`src/rtl/frame_reader_if.sv`:
```
// frame_reader port bundle: control, frame-buffer read bus and pixel stream.
// master = reader side, slave = frame buffer / consumer side.
interface frame_reader_if #(
  parameter int ADDR_WIDTH = 19
);
  logic                  start;
  logic                  pattern_sel;
  logic                  busy;
  logic                  done;
  logic                  mem_rd_en;
  logic [ADDR_WIDTH-1:0] mem_addr;
  logic [7:0]            mem_rd_data;
  logic [7:0]            pixel_out;
  logic                  pixel_valid;
  logic                  sof;
  logic                  eol;

  modport master (
    input  start, pattern_sel, mem_rd_data,
    output busy, done, mem_rd_en, mem_addr,
    output pixel_out, pixel_valid, sof, eol
  );

  modport slave (
    output start, pattern_sel, mem_rd_data,
    input  busy, done, mem_rd_en, mem_addr,
    input  pixel_out, pixel_valid, sof, eol
  );
endinterface

```
`src/rtl/frame_reader.sv`:
```
// Raster-order frame-buffer reader with HBLANK gaps and sof/eol markers.
// Optional test pattern: define FRAME_READER_TEST_PATTERN_EN.
module frame_reader #(
  parameter int IMG_WIDTH  = 640,
  parameter int IMG_HEIGHT = 480,
  parameter int ADDR_WIDTH = 19,
  parameter int HBLANK     = 16
) (
  input  logic          clk,
  input  logic          rst,
  frame_reader_if.master bus
);
  localparam int XW = $clog2(IMG_WIDTH);
  localparam int YW = $clog2(IMG_HEIGHT + 1);
  localparam int CW = $clog2(HBLANK + 2);

  typedef enum logic [2:0] {
    S_IDLE,
    S_ACTIVE,
    S_HBLANK,
    S_DRAIN,
    S_DONE
  } state_t;

  state_t r_state;
  state_t w_next;

  logic [XW-1:0]         r_x;
  logic [YW-1:0]         r_y;
  logic [ADDR_WIDTH-1:0] r_addr;
  logic [CW-1:0]         r_cnt;

  logic r_v1, r_sof1, r_eol1;
  logic r_v2, r_sof2, r_eol2;
  logic [7:0] r_pix;

  logic w_iss;
  logic w_last_x;
  logic w_last_y;
  logic [7:0] w_pix_d;

  assign w_iss    = (r_state == S_ACTIVE);
  assign w_last_x = (r_x == XW'(IMG_WIDTH - 1));
  assign w_last_y = (r_y == YW'(IMG_HEIGHT - 1));

`ifdef FRAME_READER_TEST_PATTERN_EN
  logic       r_pat;
  logic [7:0] r_pd1;

  always_ff @(posedge clk) begin
    if (rst) begin
      r_pat <= 1'b0;
      r_pd1 <= '0;
    end else begin
      if (r_state == S_IDLE && bus.start)
        r_pat <= bus.pattern_sel;
      r_pd1 <= 8'(r_x) + 8'(r_y);
    end
  end

  assign w_pix_d       = r_pat ? r_pd1 : bus.mem_rd_data;
  assign bus.mem_rd_en = w_iss & ~r_pat;
`else
  logic w_unused_pat;

  assign w_unused_pat  = bus.pattern_sel;
  assign w_pix_d       = bus.mem_rd_data;
  assign bus.mem_rd_en = w_iss;
`endif

  always_ff @(posedge clk) begin
    if (rst) r_state <= S_IDLE;
    else     r_state <= w_next;
  end

  always_comb begin
    w_next = r_state;
    unique case (r_state)
      S_IDLE:
        if (bus.start) w_next = S_ACTIVE;
      S_ACTIVE:
        if (w_last_x) begin
          if (w_last_y)         w_next = S_DRAIN;
          else if (HBLANK == 0) w_next = S_ACTIVE;
          else                  w_next = S_HBLANK;
        end
      S_HBLANK:
        if (r_cnt == CW'(HBLANK - 1)) w_next = S_ACTIVE;
      S_DRAIN:
        if (r_cnt == CW'(1)) w_next = S_DONE;
      S_DONE:
        w_next = S_IDLE;
      default:
        w_next = S_IDLE;
    endcase
  end

  // Address keeps counting across lines, so y*W+x needs no multiplier.
  always_ff @(posedge clk) begin
    if (rst) begin
      r_x    <= '0;
      r_y    <= '0;
      r_addr <= '0;
      r_cnt  <= '0;
    end else begin
      unique case (r_state)
        S_IDLE:
          if (bus.start) begin
            r_x    <= '0;
            r_y    <= '0;
            r_addr <= '0;
          end
        S_ACTIVE: begin
          r_addr <= r_addr + ADDR_WIDTH'(1);
          r_cnt  <= '0;
          if (w_last_x) begin
            r_x <= '0;
            r_y <= r_y + YW'(1);
          end else begin
            r_x <= r_x + XW'(1);
          end
        end
        S_HBLANK, S_DRAIN:
          r_cnt <= r_cnt + CW'(1);
        default: ;
      endcase
    end
  end

  always_ff @(posedge clk) begin
    if (rst) begin
      r_v1   <= 1'b0;
      r_sof1 <= 1'b0;
      r_eol1 <= 1'b0;
      r_v2   <= 1'b0;
      r_sof2 <= 1'b0;
      r_eol2 <= 1'b0;
      r_pix  <= '0;
    end else begin
      r_v1   <= w_iss;
      r_sof1 <= w_iss && r_x == '0 && r_y == '0;
      r_eol1 <= w_iss && w_last_x;
      r_v2   <= r_v1;
      r_sof2 <= r_sof1;
      r_eol2 <= r_eol1;
      if (r_v1) r_pix <= w_pix_d;
    end
  end

  assign bus.mem_addr    = r_addr;
  assign bus.busy        = (r_state == S_ACTIVE) ||
                           (r_state == S_HBLANK) ||
                           (r_state == S_DRAIN);
  assign bus.done        = (r_state == S_DONE);
  assign bus.pixel_out   = r_pix;
  assign bus.pixel_valid = r_v2;
  assign bus.sof         = r_sof2;
  assign bus.eol         = r_eol2;
endmodule

```
`src/flat_wrapper.sv`:
```
// flat-port wrapper written by rule: the top's interface ports become plain ports
module frame_reader_flat 
#(
  parameter int IMG_WIDTH  = 640,
  parameter int IMG_HEIGHT = 480,
  parameter int ADDR_WIDTH = 19,
  parameter int HBLANK     = 16
)
  (clk, rst, bus_start, bus_pattern_sel, bus_mem_rd_data, bus_busy, bus_done, bus_mem_rd_en, bus_mem_addr, bus_pixel_out, bus_pixel_valid, bus_sof, bus_eol);
  frame_reader_if #(.ADDR_WIDTH(ADDR_WIDTH)) bus_i ();
  input  logic clk;
  input  logic rst;
  input wire logic [$bits(bus_i.start)-1:0] bus_start;
  input wire logic [$bits(bus_i.pattern_sel)-1:0] bus_pattern_sel;
  input wire logic [$bits(bus_i.mem_rd_data)-1:0] bus_mem_rd_data;
  output wire logic [$bits(bus_i.busy)-1:0] bus_busy;
  output wire logic [$bits(bus_i.done)-1:0] bus_done;
  output wire logic [$bits(bus_i.mem_rd_en)-1:0] bus_mem_rd_en;
  output wire logic [$bits(bus_i.mem_addr)-1:0] bus_mem_addr;
  output wire logic [$bits(bus_i.pixel_out)-1:0] bus_pixel_out;
  output wire logic [$bits(bus_i.pixel_valid)-1:0] bus_pixel_valid;
  output wire logic [$bits(bus_i.sof)-1:0] bus_sof;
  output wire logic [$bits(bus_i.eol)-1:0] bus_eol;
  assign bus_i.start = bus_start;
  assign bus_i.pattern_sel = bus_pattern_sel;
  assign bus_i.mem_rd_data = bus_mem_rd_data;
  assign bus_busy = bus_i.busy;
  assign bus_done = bus_i.done;
  assign bus_mem_rd_en = bus_i.mem_rd_en;
  assign bus_mem_addr = bus_i.mem_addr;
  assign bus_pixel_out = bus_i.pixel_out;
  assign bus_pixel_valid = bus_i.pixel_valid;
  assign bus_sof = bus_i.sof;
  assign bus_eol = bus_i.eol;
  frame_reader #(.IMG_WIDTH(IMG_WIDTH), .IMG_HEIGHT(IMG_HEIGHT), .ADDR_WIDTH(ADDR_WIDTH), .HBLANK(HBLANK)) u_core (.clk(clk), .rst(rst), .bus(bus_i));
endmodule
```
`config.mk`:
```
export PLATFORM = sky130hd
export DESIGN_NAME = frame_reader_flat
export DESIGN_NICKNAME = d
export VERILOG_FILES = /design/src/rtl/frame_reader_if.sv /design/src/rtl/frame_reader.sv /design/src/flat_wrapper.sv
export SDC_FILE = /design/constraint.sdc
export NUM_CORES = 1
export LEC_CHECK = 0
export BUFFER_PORTS_ARGS = -buffer_cell sky130_fd_sc_hd__buf_4
export CORE_ASPECT_RATIO = 1.5
export CORE_MARGIN = 2
export CORE_UTILIZATION = 56
export CTS_CLUSTER_SIZE = 20
export DETAILED_ROUTE_END_ITERATION = 10
export PLACE_DENSITY = 0.85
export RECOVER_POWER = 25
export SLEW_MARGIN = 20
export SYNTH_ARGS = -nofsm -noshare
export SYNTH_HDL_FRONTEND = slang
export SYNTH_SLANG_ARGS = --single-unit
```
`constraint.sdc`:
```
create_clock -name clk -period 1.9 [get_ports clk]
set_input_delay 0.285 -clock clk [delete_from_list [all_inputs] [get_ports clk]]
set_output_delay 0.285 -clock clk [all_outputs]
set_load 0.05 [all_outputs]
```
==> metrics.cfg <==
[synth]
synthSimpleGateAreaFrac_pct=27.5
synth_top_area_share_pct=42.0
synth_common_cells=60 x dfxtp_1, 41 x nor2_1, 30 x nand2_1, 24 x a21oi_1
synthMuxAreaShare_pct=5.74
syn_nets=362
synth-compound-area-share_pct=15.8
synthAdderAreaFrac_pct=3.50
synth_xor_xnor_area_share_pct=0.613
ys_top_cells_by_area=dfxtp_1 42%, nor2_1 5.4%, mux2i_1 4.6%, a21oi_1 4.2%, nand2_1 3.9%
synth_area_um2=2860
ys_types=51
ys_ff_latch=60
yosysMostFrequentCell=dfxtp_1
synthFlopType=dfxtp_1
ys_seq_area_share_pct=42.0
synthArstFlopShare_pct=0
synth.largest_area_cell=dfxtp_1
synth_edf_count=0
avgSynthCellArea_um2=8.36
ys_warn_count=0
synth_top_family_by_area=simple AND/OR/NAND/NOR gates
synth_cells=342

[critical_path]
crit_chain=or3b_4, buf_6, clkinvlp_4, buf_6
r2r_slack_ns=0.08
crit_buf_inv=3
cp-startpoint=u_core.r_state[0]
crit_top_cell=buf_6
critPathTopFamily=buffers and inverters
crit_required_ns=1.62
worstPathArrival_ns=1.54
max_stage_delay_ns=0.41
path_max_fanout=9
critPathCaptureType=output pin
path_class=flip-flop to output pin
r2r-start=u_core.r_state[0]
worst_setup_path_start_kind=flip-flop
cp_slowest_cell=or3b_4

[run_status]
status=finished, final reports clean

[power_and_ir_drop]
power_frac_comb_pct=15.1
switching_share_pct=27.6
p_int_mw=2.23
p_leak_nw=1.34
clock_power_share_pct=41.7
pwr-share-seq_pct=43.3
p_switching_uw=852
irDropWorstVdd_uv=533
power.density_nw_per_um2=877

[placed_design]
place_ws_ns=0.0498
dp.cells=451
place_area_um2=3320
gp_congestion=0.896
io_buffers=43
place_hpwl_um=4890

[timing]
rsz0062_at_grt=false
tns_ns=0
drv_slew=0
fin_skew_ns=0.0107
setup_slack_ns=0.0723
hold_viol=0
period_needed_ns=1.83
max_freq_mhz=547
slew_headroom_pct=41.4
tightestPinTransition_ns=0.880
layout_worst_path_cycle_share_pct=96.2
setup_violations=0

[floorplan]
initial_core_util_pct=58.5
rows=31
fp.dieH_um=91.5
die-area_um2=5700
top_level_ports=45
core_area_um2=4890
die_w_um=62.3

[routing]
ant_nets=0
drt_first_iter_violations=276
route.vias.total=2826
wirelength_um=7480
drcViolationCount=0
first_pass_iters=4
avgRoutedWirePerCell_um=16.0
viasPerCell=6.04

[hold_path]
hp-start=bus_mem_rd_data[0]
hold_path.class=input pin to flip-flop

[clock_tree]
hold_buffers=0
worstSkewPairLatency_ns=0.35
path_clk_slew_ns=0.07
cts_root_buf=clkbuf_8
clock_sinks=60
cts_made_buffers=9
htree_levels=3
cts_tree=built
cts_max_path_buffers=2

[finish]
fin_area_um2=3520
num_antenna_cells=0
fin_cells=468
syn2layout_area_growth_pct=23.2
fill_cells=377
drive_above_1_share_pct=21.9
final_util_pct=72.0
final_nets=417

[global_route]
grt_pass1_vias=2791
antenna_found_initial=0
grt_usage_pct=27.2
grt_max_degree=45
grt_pass1_wl_um=12400
overflow=0

[run]
cap_violations=0

[worst paths after layout]
check	to	cells past startpoint
worst max-delay path	bus_mem_rd_en	4
worst min-delay path	u_core.bus.pixel_out[0]	3
worst max register to register	u_core.bus.mem_addr[12]	4
worst min register to register	u_core.bus.sof	1
[metal layers]
layer / routed length, um / track usage [%]
met5: 0 / 0
met1: 2710 / 26.4
met2: 4130 / 51.7
met4: 240 / 15.4
met3: 391 / 6.44
[worst register-to-register path, cell delays in order, from the launching register on]
cell and delay [ns]:
dfxtp_4 0.37, or3b_4 0.41, or3_4 0.44, or3_1 0.37, a21oi_1 0.16
[power by group through the flow]
stage,registers (mW),clock network (mW),logic (mW)
2_1_floorplan,1.42,0,0.248
3_3_place_gp,1.36,0,0.445
3_5_place_dp,1.36,0,0.451
4_1_cts,1.33,1.28,0.470
5_1_grt,1.34,1.35,0.499
6_report,1.33,1.29,0.466
[sequential cells by signal (all words and copies together) (netlist names)]
register,flops
u_core.r_x,10
u_core.r_eol1,1
u_core.bus.eol,1
u_core.bus.sof,1
u_core.r_sof1,1
u_core.r_y,9
u_core.r_v1,1
u_core.r_state,3
u_core.bus.mem_addr,19
u_core.r_cnt,5
u_core.bus.pixel_valid,1
u_core.bus.pixel_out,8
[placed cells by master, fill, tap and decap left out, types with 2 or more instances in the layout]
cell type,n
nor4_1,4
buf_6,2
nand3_1,17
a211oi_1,2
or2_2,6
clkbuf_8,10
a31oi_1,10
or4_1,2
mux2i_1,13
clkbuf_1,15
and2_1,4
bufinv_16,2
xor2_1,2
ha_1,7
and3_1,3
a311oi_1,2
dfxtp_1,55
nand4_1,11
nand2_1,30
nor2b_1,5
o21ai_0,17
nor4bb_1,2
clkinvlp_4,2
o211ai_1,5
a22oi_1,2
nor3_1,5
a21oi_1,24
or4b_2,2
nand3b_1,2
inv_1,12
nor2_1,41
a41oi_1,2
dfxtp_2,4
mux2_2,3
or3_1,7
buf_4,47
[cells by family after synthesis]
family | count (synthesis)
AO/OA/AOI/OAI | 73
XOR/XNOR | 2
adder cells (fa/ha/maj) | 8
buffers and inverters | 32
flip-flops | 60
multiplexers | 16
AND/OR/NAND/NOR | 151
[per-stage QoR]
stage                     power [mW]  hold slack (ns)
after floorplan                 1.67            0.414
after global placement          1.81            0.417
after detailed placement        1.81            0.438
after CTS                       3.09            0.173
after global routing            3.19            0.182
final                           3.09            0.178
[repair_timing]
item | 4_1_cts | 5_1_grt
buffers inserted | 1 | 0
setup endpoints to repair | 1 | 9
gates resized for setup | 3 | 6
[area by class of cell]
class,count,area (um^2),share of cell area (%)
Multi-Input combinational cell,250,1530,43.4
Sequential cell,60,1210,34.4
Timing Repair Buffer,63,429,12.2
Clock buffer,12,145,4.12
Tap cell,66,82.6,2.35
Clock inverter,4,72.6,2.06
Inverter,13,52.6,1.49
No activity file was read; power rests on OpenSTA's default activity.
